<file path="src/rtl/rv_ctrl_fsm.sv">
// Multi-cycle fetch/decode/control sequencer for the RISC-V core.
// Drives the execute stage with decoded controls and sequences memory, writeback and PC update.
module rv_ctrl_fsm #(
  parameter logic [31:0] RESET_PC = 32'h0000_0000
) (
  input  logic        clk,
  input  logic        rst_n,
  output logic [31:0] imem_addr,
  output logic        imem_req,
  input  logic        imem_ready,
  input  logic [31:0] imem_rdata,
  output logic [4:0]  ALUop_o,
  output logic        ALUSrc1,
  output logic        ALUSrc2,
  output logic [31:0] Imm,
  output logic [4:0]  rs1,
  output logic [4:0]  rs2,
  output logic [4:0]  rd,
  input  logic [31:0] ALUOut,
  input  logic        br_eq,
  output logic        dmem_req,
  output logic        dmem_we,
  input  logic        dmem_ack,
  output logic        RegWrite,
  output logic [1:0]  WBSel,
  output logic        illegal
);

  typedef enum logic [2:0] {S_FETCH, S_DECODE, S_EXEC, S_MEM, S_WB} state_t;
  typedef enum logic [2:0] {K_ILL, K_ALU, K_LW, K_SW, K_BEQ, K_JALR} kind_t;

  localparam logic [6:0] OPC_R    = 7'b0110011;
  localparam logic [6:0] OPC_IMM  = 7'b0010011;
  localparam logic [6:0] OPC_LOAD = 7'b0000011;
  localparam logic [6:0] OPC_STOR = 7'b0100011;
  localparam logic [6:0] OPC_BR   = 7'b1100011;
  localparam logic [6:0] OPC_JALR = 7'b1100111;

  localparam logic [4:0] OP_ADD  = 5'b01101;
  localparam logic [4:0] OP_SUB  = 5'b01110;
  localparam logic [4:0] OP_SLL  = 5'b01000;
  localparam logic [4:0] OP_XOR  = 5'b00110;
  localparam logic [4:0] OP_SRL  = 5'b01001;
  localparam logic [4:0] OP_OR   = 5'b00101;
  localparam logic [4:0] OP_AND  = 5'b00100;
  localparam logic [4:0] OP_ADDI = 5'b01100;
  localparam logic [4:0] OP_LW   = 5'b10100;
  localparam logic [4:0] OP_SW   = 5'b10101;
  localparam logic [4:0] OP_BEQ  = 5'b10001;
  localparam logic [4:0] OP_JALR = 5'b10100;

  state_t             state, state_nxt;
  logic        [31:0] pc, pc_nxt, pc_plus4;
  logic        [31:0] ir, ir_nxt;

  kind_t              kind;
  logic        [4:0]  dec_op;
  logic               dec_src1, dec_src2;
  logic signed [31:0] dec_imm;
  logic        [1:0]  dec_wbsel;
  logic               ctl_en;

  function automatic logic signed [31:0] imm_i(input logic [31:0] w);
    return {{20{w[31]}}, w[31:20]};
  endfunction

  function automatic logic signed [31:0] imm_s(input logic [31:0] w);
    return {{20{w[31]}}, w[31:25], w[11:7]};
  endfunction

  function automatic logic signed [31:0] imm_b(input logic [31:0] w);
    return {{19{w[31]}}, w[31], w[7], w[30:25], w[11:8], 1'b0};
  endfunction

  assign pc_plus4  = pc + 32'd4;
  assign imem_addr = pc;

  // Instruction decode from IR
  always_comb begin
    kind      = K_ILL;
    dec_op    = '0;
    dec_src1  = 1'b0;
    dec_src2  = 1'b0;
    dec_imm   = '0;
    case (ir[6:0])
      OPC_R: begin
        if (ir[31:25] == 7'b0000000) begin
          kind = K_ALU;
          case (ir[14:12])
            3'b000:  dec_op = OP_ADD;
            3'b001:  dec_op = OP_SLL;
            3'b100:  dec_op = OP_XOR;
            3'b101:  dec_op = OP_SRL;
            3'b110:  dec_op = OP_OR;
            3'b111:  dec_op = OP_AND;
            default: kind   = K_ILL;
          endcase
        end else if (ir[31:25] == 7'b0100000 && ir[14:12] == 3'b000) begin
          kind   = K_ALU;
          dec_op = OP_SUB;
        end
      end
      OPC_IMM: if (ir[14:12] == 3'b000) begin
        kind     = K_ALU;
        dec_op   = OP_ADDI;
        dec_src2 = 1'b1;
        dec_imm  = imm_i(ir);
      end
      OPC_LOAD: if (ir[14:12] == 3'b010) begin
        kind     = K_LW;
        dec_op   = OP_LW;
        dec_src2 = 1'b1;
        dec_imm  = imm_i(ir);
      end
      OPC_STOR: if (ir[14:12] == 3'b010) begin
        kind     = K_SW;
        dec_op   = OP_SW;
        dec_src2 = 1'b1;
        dec_imm  = imm_s(ir);
      end
      OPC_BR: if (ir[14:12] == 3'b000) begin
        kind     = K_BEQ;
        dec_op   = OP_BEQ;
        dec_src1 = 1'b1;
        dec_src2 = 1'b1;
        dec_imm  = imm_b(ir);
      end
      OPC_JALR: if (ir[14:12] == 3'b000) begin
        kind     = K_JALR;
        dec_op   = OP_JALR;
        dec_src2 = 1'b1;
        dec_imm  = imm_i(ir);
      end
      default: kind = K_ILL;
    endcase
  end

  always_comb begin
    case (kind)
      K_JALR:  dec_wbsel = 2'd2;
      K_LW:    dec_wbsel = 2'd1;
      default: dec_wbsel = 2'd0;
    endcase
  end

  always_ff @(posedge clk or negedge rst_n) begin
    if (!rst_n) begin
      state <= S_FETCH;
      pc    <= RESET_PC;
      ir    <= '0;
    end else begin
      state <= state_nxt;
      pc    <= pc_nxt;
      ir    <= ir_nxt;
    end
  end

  // Next-state, PC update and handshake strobes
  always_comb begin
    state_nxt = state;
    pc_nxt    = pc;
    ir_nxt    = ir;
    ctl_en    = 1'b0;
    imem_req  = 1'b0;
    dmem_req  = 1'b0;
    dmem_we   = 1'b0;
    RegWrite  = 1'b0;
    illegal   = 1'b0;
    case (state)
      S_FETCH: begin
        // the async reset holds state in FETCH, so the request is masked explicitly
        imem_req = rst_n;
        if (imem_ready) begin
          ir_nxt    = imem_rdata;
          state_nxt = S_DECODE;
        end
      end
      S_DECODE: begin
        ctl_en = 1'b1;
        if (kind == K_ILL) begin
          illegal   = 1'b1;
          pc_nxt    = pc_plus4;
          state_nxt = S_FETCH;
        end else begin
          state_nxt = S_EXEC;
        end
      end
      S_EXEC: begin
        ctl_en = 1'b1;
        case (kind)
          K_LW, K_SW: state_nxt = S_MEM;
          K_BEQ: begin
            pc_nxt    = br_eq ? ALUOut : pc_plus4;
            state_nxt = S_FETCH;
          end
          K_ALU, K_JALR: state_nxt = S_WB;
          default:       state_nxt = S_FETCH;
        endcase
      end
      S_MEM: begin
        ctl_en   = 1'b1;
        dmem_req = 1'b1;
        dmem_we  = (kind == K_SW);
        if (dmem_ack) begin
          if (kind == K_SW) begin
            pc_nxt    = pc_plus4;
            state_nxt = S_FETCH;
          end else begin
            state_nxt = S_WB;
          end
        end
      end
      S_WB: begin
        ctl_en    = 1'b1;
        RegWrite  = (ir[11:7] != 5'd0);
        pc_nxt    = (kind == K_JALR) ? {ALUOut[31:1], 1'b0} : pc_plus4;
        state_nxt = S_FETCH;
      end
      default: state_nxt = S_FETCH;
    endcase
  end

  assign ALUop_o = ctl_en ? dec_op    : '0;
  assign ALUSrc1 = ctl_en & dec_src1;
  assign ALUSrc2 = ctl_en & dec_src2;
  assign Imm     = ctl_en ? dec_imm   : '0;
  assign rs1     = ctl_en ? ir[19:15] : '0;
  assign rs2     = ctl_en ? ir[24:20] : '0;
  assign rd      = ctl_en ? ir[11:7]  : '0;
  assign WBSel   = ctl_en ? dec_wbsel : '0;

endmodule

</file>
<file path="config.mk">
export PLATFORM = sky130hd
export DESIGN_NAME = rv_ctrl_fsm
export DESIGN_NICKNAME = d
export VERILOG_FILES = /design/src/rtl/rv_ctrl_fsm.sv
export SDC_FILE = /design/constraint.sdc
export NUM_CORES = 1
export LEC_CHECK = 0
export CORE_UTILIZATION = 30
export CTS_CLUSTER_SIZE = 30
export DETAILED_ROUTE_END_ITERATION = 10
export GPL_TIMING_DRIVEN = 1
export PLACE_DENSITY_LB_ADDON = 0.1
export SYNTH_ARGS = -nofsm -noshare
export SYNTH_HDL_FRONTEND = slang
export SYNTH_SLANG_ARGS = --single-unit
</file>
<file path="constraint.sdc">
create_clock -name clk -period 9 [get_ports clk]
set_input_delay 2.25 -clock clk [delete_from_list [all_inputs] [get_ports clk]]
set_output_delay 2.25 -clock clk [all_outputs]
set_load 0.01 [all_outputs]
</file>
==> results by stage, run 1 <==
Status:
- The flow ran to the end, and the final reports show no timing, DRC or antenna violations.

GRT:
- In the global route stage, overall resource usage came out at 0.189.
- The via count of the first global-routing pass is ~4.1k.
- The number of antenna violations at the first check in global routing is 1.
- The wire length of the first global-routing pass is 21.6 mm.
- Global routing finished with a remaining overflow of 0.
- Entering global routing, the biggest net connects just under 70 pins.

Clock network:
- The number of setup buffers added after CTS is 0.
- CTS saw 67 sinks.
- The number of buffers between clock root and the deepest sink is 2.
- The clock tree from TritonCTS is yes.
- The H-tree was split into 3 levels.
- The hold buffer count at cts is 0.
- The post-CTS clock slew at the launch and capture registers of the worst setup and hold paths is around 50 ps.
- The post-cts sizing count is 0.
- The insertion delay of the later-clocked pin in the worst-skew pair is about 340 ps.
- The root cell of the clock tree is sky130_fd_sc_hd__clkbuf_16.
- The number of clock buffers added by TritonCTS is 9.

STA:
- The final max-slew violation count was 0.
- For the final routed database, the setup TNS stands at 0 ps.
- The final worst-path cycle share is 0.646.
- The setup clock skew after layout is between 6 and 7 ps.
- The maximum clock rate is around 0.17 GHz.
- At the pin with the least slew margin, the transition time is ~1200 ps.
- The clock period could shrink to between 5000 and 6000 ps.
- The number of endpoints with negative hold slack in the final report came to 0.
- Setup repair after global routing left no endpoint under its margin.
- Measured against its own limit, the worst slew margin works out to 0.191.
- The total of endpoints with negative setup slack in the final report is 0.

Die:
- The height of the die is about 120 µm.
- The row count is 44.
- The count of pins on the block boundary is 162.
- For this configuration, the core starts out at a cell density of 0.307.
- The core box area is between 10000 and 15000 µm².
- The horizontal die dimension is ~120 µm.
- The floorplan step defined a die boundary enclosing 15300 µm².

Yosys:
- Of the synthesized area, sequential elements account for 0.377.
- The proportion of register bits with asynchronous set or reset after synthesis is 1.00.
- The biggest area contributor in the post-synthesis netlist is sky130_fd_sc_hd__dfrtp_1.
- The share of Yosys cell area claimed by the top area cell type is 0.377.
- In this run, synthesis produced a sequential element count of 67.
- The cell with the most instances after synthesis is sky130_fd_sc_hd__dfrtp_1.
- In this run, synthesis inferred 0 flip-flops with an integrated enable.
- The number of warning messages in the yosys log is 0.
- The most instantiated flip-flop cell in the synthesis netlist is sky130_fd_sc_hd__dfrtp_1.
- The cell area that synthesis handed to floorplanning was 4450 µm².
- Counting instances in the post-synthesis netlist gives the leading cell types as sky130_fd_sc_hd__dfrtp_1 (67), sky130_fd_sc_hd__mux2_2 (38), sky130_fd_sc_hd__nand2_1 (34).
- Yosys mapped the design onto 64 distinct sky130hd cell types.
- In the post-synthesis netlist, the biggest area contributors are sky130_fd_sc_hd__dfrtp_1 (38%), sky130_fd_sc_hd__mux2_2 (9.6%), sky130_fd_sc_hd__mux2i_1 (4.9%), sky130_fd_sc_hd__a22oi_1 (4.0%), sky130_fd_sc_hd__buf_4 (3.5%).
- The net count after synthesis is ~540.
- The cell count after synthesis is roughly 470.
- The synthesized area divided by synthesized cell count is between 9 and 10 µm².

Finish:
- Summing all multi-input logic gate instances after layout gives 2380 µm².
- The net count reported at finish is ~670.
- Across the whole layout, storage elements account for between 1500 and 2000 µm².
- Compared with the post-synthesis result, the final layout area differs by 41.5%.
- The filler cells instantiated in the layout total around 1.5k.
- The fraction of layout cells with a size suffix above 1 is 0.118.
- Measured on the finished design, the core utilization comes to 0.435.
- The finished cells cover around 6300 µm².

Placement:
- Port buffering added approximately 160 buffers.
- The detailed-placement wirelength estimate is approximately 10 mm.
- The post-detailed-placement cell area is between 5000 and 6000 µm².
- The final RePlAce weighted congestion is ~0.93.

Setup path:
- The critical-path cell with the highest stage delay is sky130_fd_sc_hd__clkdlybuf4s50_1.
- Counting stages on the worst path, the most repeated cell is sky130_fd_sc_hd__nor2_1.
- STA puts the critical path data required time at between 6000 and 7000 ps.
- STA puts the critical path data arrival time at 3570 ps.
- In this run the worst path has a maximum fanout of 20.
- The largest stage delay on the critical path is between 600 and 700 ps.
- Walking the worst path, the cells encountered are nor3_4, or3b_1, o21ai_2, nor2_1, nor2_1, and2_1, clkdlybuf4s50_1.
- The type of origin of the critical path is a flop.
- The kind of end point of the critical path is an output pin.
- The critical path class is flop to output pin.

Drt:
- The detail route stage leaves a number of antenna-violating nets equal to 0.
- In the routed design, unresolved DRC markers number 0.
- The post-detailed-route via-to-cell ratio is 5.21.
- Detailed routing inserted a total of ~4.1k vias.
- The average detailed-routed wire length per instance is 17.6 µm.
- The first TritonRoute pass finished after 5 iterations.
- The total routed wirelength is between 10 and 15 mm.
- For this block, the initial DRC count from the detailed router was 280.

Pwr:
- The peak supply drop is 0.0929 mV.
- The power per unit of standard cell area is 163 nW/µm².
- The leakage power of the design is ~2.5 nW.

Flow run:
- The max-cap violation count is 0.

Worst hold path:
- The worst hold path belongs to the class flop to flop.
==> metal layers <==
metal	vias up	wire length, µm	GRT usage
li1	1978	-	-
met1	1986	6080	0.240
met2	123	6540	0.299
met3	18	996	0.0495
met4	0	283	0.0851
met5	-	0	0
==> cell usage in the layout, fill, tap and decap left out, types with 3 or more instances in the layout <==
cell type,n
sky130_fd_sc_hd__nor4_1,4
sky130_fd_sc_hd__mux2_2,38
sky130_fd_sc_hd__mux2i_1,22
sky130_fd_sc_hd__buf_4,3
sky130_fd_sc_hd__nand3_1,21
sky130_fd_sc_hd__a2bb2oi_1,3
sky130_fd_sc_hd__o2bb2ai_1,5
sky130_fd_sc_hd__nor2b_1,3
sky130_fd_sc_hd__a21oi_1,10
sky130_fd_sc_hd__nand2_1,34
sky130_fd_sc_hd__xnor2_1,3
sky130_fd_sc_hd__nor2_1,33
sky130_fd_sc_hd__dfrtp_1,67
sky130_fd_sc_hd__inv_1,15
sky130_fd_sc_hd__o22a_1,5
sky130_fd_sc_hd__nand2b_1,3
sky130_fd_sc_hd__o21ai_0,4
sky130_fd_sc_hd__clkbuf_8,4
sky130_fd_sc_hd__a22oi_2,3
sky130_fd_sc_hd__a22oi_1,24
sky130_fd_sc_hd__o2bb2a_1,3
sky130_fd_sc_hd__clkdlybuf4s50_1,160
sky130_fd_sc_hd__nor3_1,18
sky130_fd_sc_hd__clkbuf_16,9
sky130_fd_sc_hd__nand4_1,9
sky130_fd_sc_hd__o22ai_1,16
sky130_fd_sc_hd__o21ai_2,3
sky130_fd_sc_hd__and3_1,14
sky130_fd_sc_hd__and2_1,23
==> worst paths after layout <==
kind                              startpoint           end  slack, ps  cells after the start
worst min register to register  imem_addr[0]  imem_addr[0]        500                      1
min in group asynchronous              rst_n        ir[25]       2150                      2
worst max register to register        ir[12]  imem_addr[2]       5320                      7
worst max-delay path                  ir[12]       Imm[17]       3180                      7
worst min-delay path            imem_addr[0]  imem_addr[0]        500                      1
max in group asynchronous              rst_n        ir[17]       6270                      2
==> stage by stage <==
| step | setup WS [ps] | hold WS, ps | std cells | power (mW) |
|---|---|---|---|---|
| 4_1_cts | 3110 | 501 | 787 | 1.04 |
| 5_1_grt | 2810 | 514 | 788 | 1.08 |
| 6_report | 3180 | 495 | 788 | 1.03 |
| 3_5_place_dp | 3490 | 489 | 772 | 0.659 |
| 3_3_place_gp | 3620 | 477 | 772 | 0.657 |
| 2_1_floorplan | 4240 | 472 | 473 | 0.525 |
==> worst max-delay path: cells and delay by family (launching register included) <==
family	cells	cell delay [ps]
and+or+nand+nor	5	1720
DFF	1	490
AOI/OAI and AO/OA	1	360
buffers and inverters	1	650
==> flip-flops by register name, indices dropped and copies added (netlist names) <==
name	count
imem_addr	32
ir	32
state	3
==> cell type report <==
cell class,instances,share of cell area
inverter,16,0.00993
antenna,1,0.000397
clock inverter,1,0.00477
tap,184,0.0366
sequential,67,0.266
clock buffer,14,0.0451
multi-input combinational,341,0.378
timing repair buffer,164,0.259
==> power by group <==
group          switching, mW  internal, mW  total, mW  leakage [nW]
Clock                  0.131         0.243      0.374         0.155
Sequential            0.0647         0.348      0.413         0.790
Combinational          0.103         0.138      0.241          1.55
==> cell families (layout without fill, tap and decap cells) <==
| kind of cell | Yosys count | in the layout | synth area share |
|---|---|---|---|
| buf+inv | 65 | 195 | 0.0883 |
| simple gates | 178 | 178 | 0.212 |
| xor+xnor | 4 | 4 | 0.00787 |
| fa+ha+maj | 1 | 1 | 0.00281 |
| compound gates | 98 | 98 | 0.166 |
| other cells | 0 | 1 | 0 |
| flops | 67 | 67 | 0.377 |
| mux | 60 | 60 | 0.146 |
No activity file was read; power rests on OpenSTA's default activity.
==> run 2, diff against run 1 <==
clock period = 5.76 ns   (was 9 ns; I/O delays follow)
==> run 2 against run 1 <==
Effect of this change: count of clock-buffer cells in the layout shrank 3; register-to-register slack lost 3000 ps; sequential power grew 56%; global-route usage grew 1.2 points; die area is the same; highest routed layer unchanged; combinational power grew 58%; final area grew 0.40%; sequential cell count is the same; worst setup slack lost 2500 ps.
==> results by stage, run 2 (same netlist as run 1, synthesis figures left out) <==
STA:
- The clock period could shrink to about 5100 ps.
- The total of endpoints with negative setup slack in the final report is 0.
- For the pin with the worst max-slew slack, the measured transition is 1010 ps.
- The worst path meets setup with roughly 670 ps of slack.
- The final max-slew violation count is 0.
- The setup clock skew after layout is 5.75 ps.
- Summed over all failing endpoints, the final setup total negative slack is 0 ps.
- The maximum clock rate is a little under 0.2 GHz.
- The final worst-path cycle share is 0.884.
- The number of endpoints with negative hold slack in the final report is 0.
- In this run the tightest slew margin relative to its limit is 0.321.
- Setup repair after global routing left no endpoint under its margin.

Clock network:
- The longest clock path from root to sink contains 2 buffers.
- The clock tree from TritonCTS is yes.
- The insertion delay of the later-clocked pin in the worst-skew pair is 340 ps.
- The post-cts sizing count is 0.
- Buffers added to address setup during post-CTS repair amount to 0.
- After clock tree synthesis, the clock-pin slew on the worst setup and hold paths is 60 ps.
- The CTS H-tree depth is 3.
- The hold buffer count at cts is 0.
- The root cell of the clock tree is sky130_fd_sc_hd__clkbuf_16.
- For this design, the sink count on the clock tree is between 60 and 70.
- Clock tree synthesis inserted a total of 9 buffers.

Setup path:
- The largest fanout of any net on the critical path is 20.
- The register-to-register setup slack is roughly 2400 ps.
- The most common cell type on the critical path is sky130_fd_sc_hd__nor2_1.
- The number of cells on the worst reg-to-reg path is 8.
- The startpoint of the worst register-to-register path is ir[12].
- The worst setup path is launched from a flop.
- The critical-path cell with the highest stage delay is sky130_fd_sc_hd__clkdlybuf4s50_1.
- The required arrival time at the worst endpoint is about 4300 ps.
- On the worst path, the slowest cell contributes a delay of 660 ps.
- The kind of end point of the critical path is an output pin.
- The critical path arrival is between 3000 and 4000 ps.
- Traced cell by cell, the critical path runs through nor3_4, or3b_1, o21ai_2, nor2_1, nor2_1, and2_1, clkdlybuf4s50_1.
- In this run the critical register-to-register path is captured at imem_addr[2].
- The critical path class is flop to output pin.

Drt:
- After the first detailed-routing iteration, the DRC count stood at roughly 210.
- The final layout contains routed wiring with a total length of ~15 mm.
- The met1 routed wirelength after detailed routing is approximately 6.3 mm.
- The first-pass iteration count of the detailed router is 4.
- In the final routed layout, each cell accounts on average for ~18 µm.
- Detailed routing placed a total of 6.87 mm of wire on met2.
- After detailed routing, the number of remaining DRC violations is 0.
- The via count of the routed design is roughly 4.1k.
- In the routed layout, each cell is associated on average with a via count of 5.23.
- The number of antenna-violating nets in the routed design is 0.
- In this run the top signal layer used is met4.
- Wire segments on met3 add up to around 1.1 mm in the final route.

GRT:
- The total overflow left after global routing is 0.
- The via count of the first global-routing pass is ~4.2k.
- In the global route stage, overall resource usage came out at 0.200.
- The number of antenna violations at the first check in global routing came to 0.
- Entering global routing, the biggest net connects slightly below 70 pins.
- The first global-routing pass estimated ~23 mm of wire.

Worst hold path:
- In this run the most critical hold path is launched from ir[16].
- Along the worst hold path, the cell count comes to 1.
- The path with the worst hold slack has its endpoint at ir[16].
- The type of the tightest min-delay check is flop to flop.

Die:
- The initial utilization of the core area, before any placement, comes to 0.307.
- The height of the die is approximately 120 µm.
- The horizontal die dimension is about 120 µm.
- The die footprint is roughly 15000 µm².
- The core region is roughly 14000 µm².
- The floorplan has 44 rows.
- The count of pins on the block boundary is 162.

Placement:
- At the placement stage, the worst setup path has a slack of a little under 1000 ps.
- The port buffer count is roughly 160.
- The detailed-placement wirelength estimate is roughly 10 mm.
- After detailed placement, the total cell area comes to around 6000 µm².
- The final RePlAce weighted congestion is approximately 0.84.
- The number of cells after detailed placement is slightly below 800.

Finish:
- The number of filler instances in the final layout is 1415.
- Once layout is done, the placed cells without fillers occupy between 6000 and 7000 µm².
- The number of antenna repair diodes is 0.
- The commonest non-fill, non-tap cell in the layout is sky130_fd_sc_hd__clkdlybuf4s50_1.
- For this run, the post-layout net count is roughly 670.
- The fraction of layout cells with a size suffix above 1 is 0.122.
- In the layout the commonest cells are sky130_fd_sc_hd__clkdlybuf4s50_1 (160), sky130_fd_sc_hd__dfrtp_1 (67), sky130_fd_sc_hd__mux2_2 (38), sky130_fd_sc_hd__nand2_1 (34), sky130_fd_sc_hd__nor2_1 (33).
- The non-filler instance count after layout is roughly 790.
- The layout-stage area growth over the synthesis result is 42.0%.

Pwr:
- In this run the power spent charging and discharging nets is 481 µW.
- Of the total power, the clock network draws 0.375.
- The internal power consumption is 1.16 mW.
- Power spread over the standard cell area amounts to between 200 and 300 nW/µm².
- The proportion of power drawn by flip-flops and latches is 0.393.
- Across the VDD grid, the largest voltage drop is around 0.13 mV.
- Of the total power, combinational logic draws 0.232.
- Summed over all cells, the static leakage comes to 2.51 nW.
- Of the total power, the share spent switching nets is 0.293.

Flow run:
- The max-cap violation count is 0.

Status:
- The run finished with clean final reports.
## run 2: power groups by stage
stage / combinational, mW / sequential (mW) / clock (mW)
3_3_place_gp: 0.381 / 0.651 / 0
6_report: 0.381 / 0.645 / 0.615
3_5_place_dp: 0.384 / 0.653 / 0
4_1_cts: 0.386 / 0.646 / 0.630
2_1_floorplan: 0.190 / 0.630 / 0
5_1_grt: 0.420 / 0.663 / 0.656
## run 2: final cells by class
class | count | area (µm²) | share of cell area
multi-input combinational | 341 | 2380 | 0.377
sequential | 67 | 1680 | 0.265
timing repair buffer | 166 | 1640 | 0.260
clock inverter | 4 | 73.8 | 0.0117
inverter | 16 | 62.6 | 0.00989
clock buffer | 11 | 253 | 0.0400
tap | 184 | 230 | 0.0364
## run 2: worst max-delay path, delay by kind of cell, from the launching register on
kind | cells | cell delay, ps
and+or+nand+nor | 5 | 1770
AOI/OAI and AO/OA | 1 | 380
DFF | 1 | 500
buffers and inverters | 1 | 660
## run 2: metal layers
layer | GRT usage | vias up
li1 | - | 1977
met1 | 0.259 | 1993
met2 | 0.315 | 136
met3 | 0.0582 | 19
met4 | 0.0753 | 0
met5 | 0 | -
## run 2: worst max-delay path by stage
stage	startpoint	to	slack [ps]	cells past startpoint
after global placement	ir[12]	Imm[19]	1170	7
after CTS	ir[12]	Imm[22]	610	7
after detailed placement	ir[12]	Imm[22]	990	7
final	ir[12]	Imm[17]	670	7
after global routing	ir[12]	Imm[26]	330	7
after floorplan	ir[12]	Imm[13]	1810	9
## run 2: per-stage QoR
step | power (mW) | hold slack [ps] | utilization
after CTS | 1.66 | 507 | 0.437
after global placement | 1.03 | 473 | 0.414
final | 1.64 | 502 | 0.437
after global routing | 1.74 | 524 | 0.437
after detailed placement | 1.04 | 492 | 0.414
after floorplan | 0.820 | 472 | -
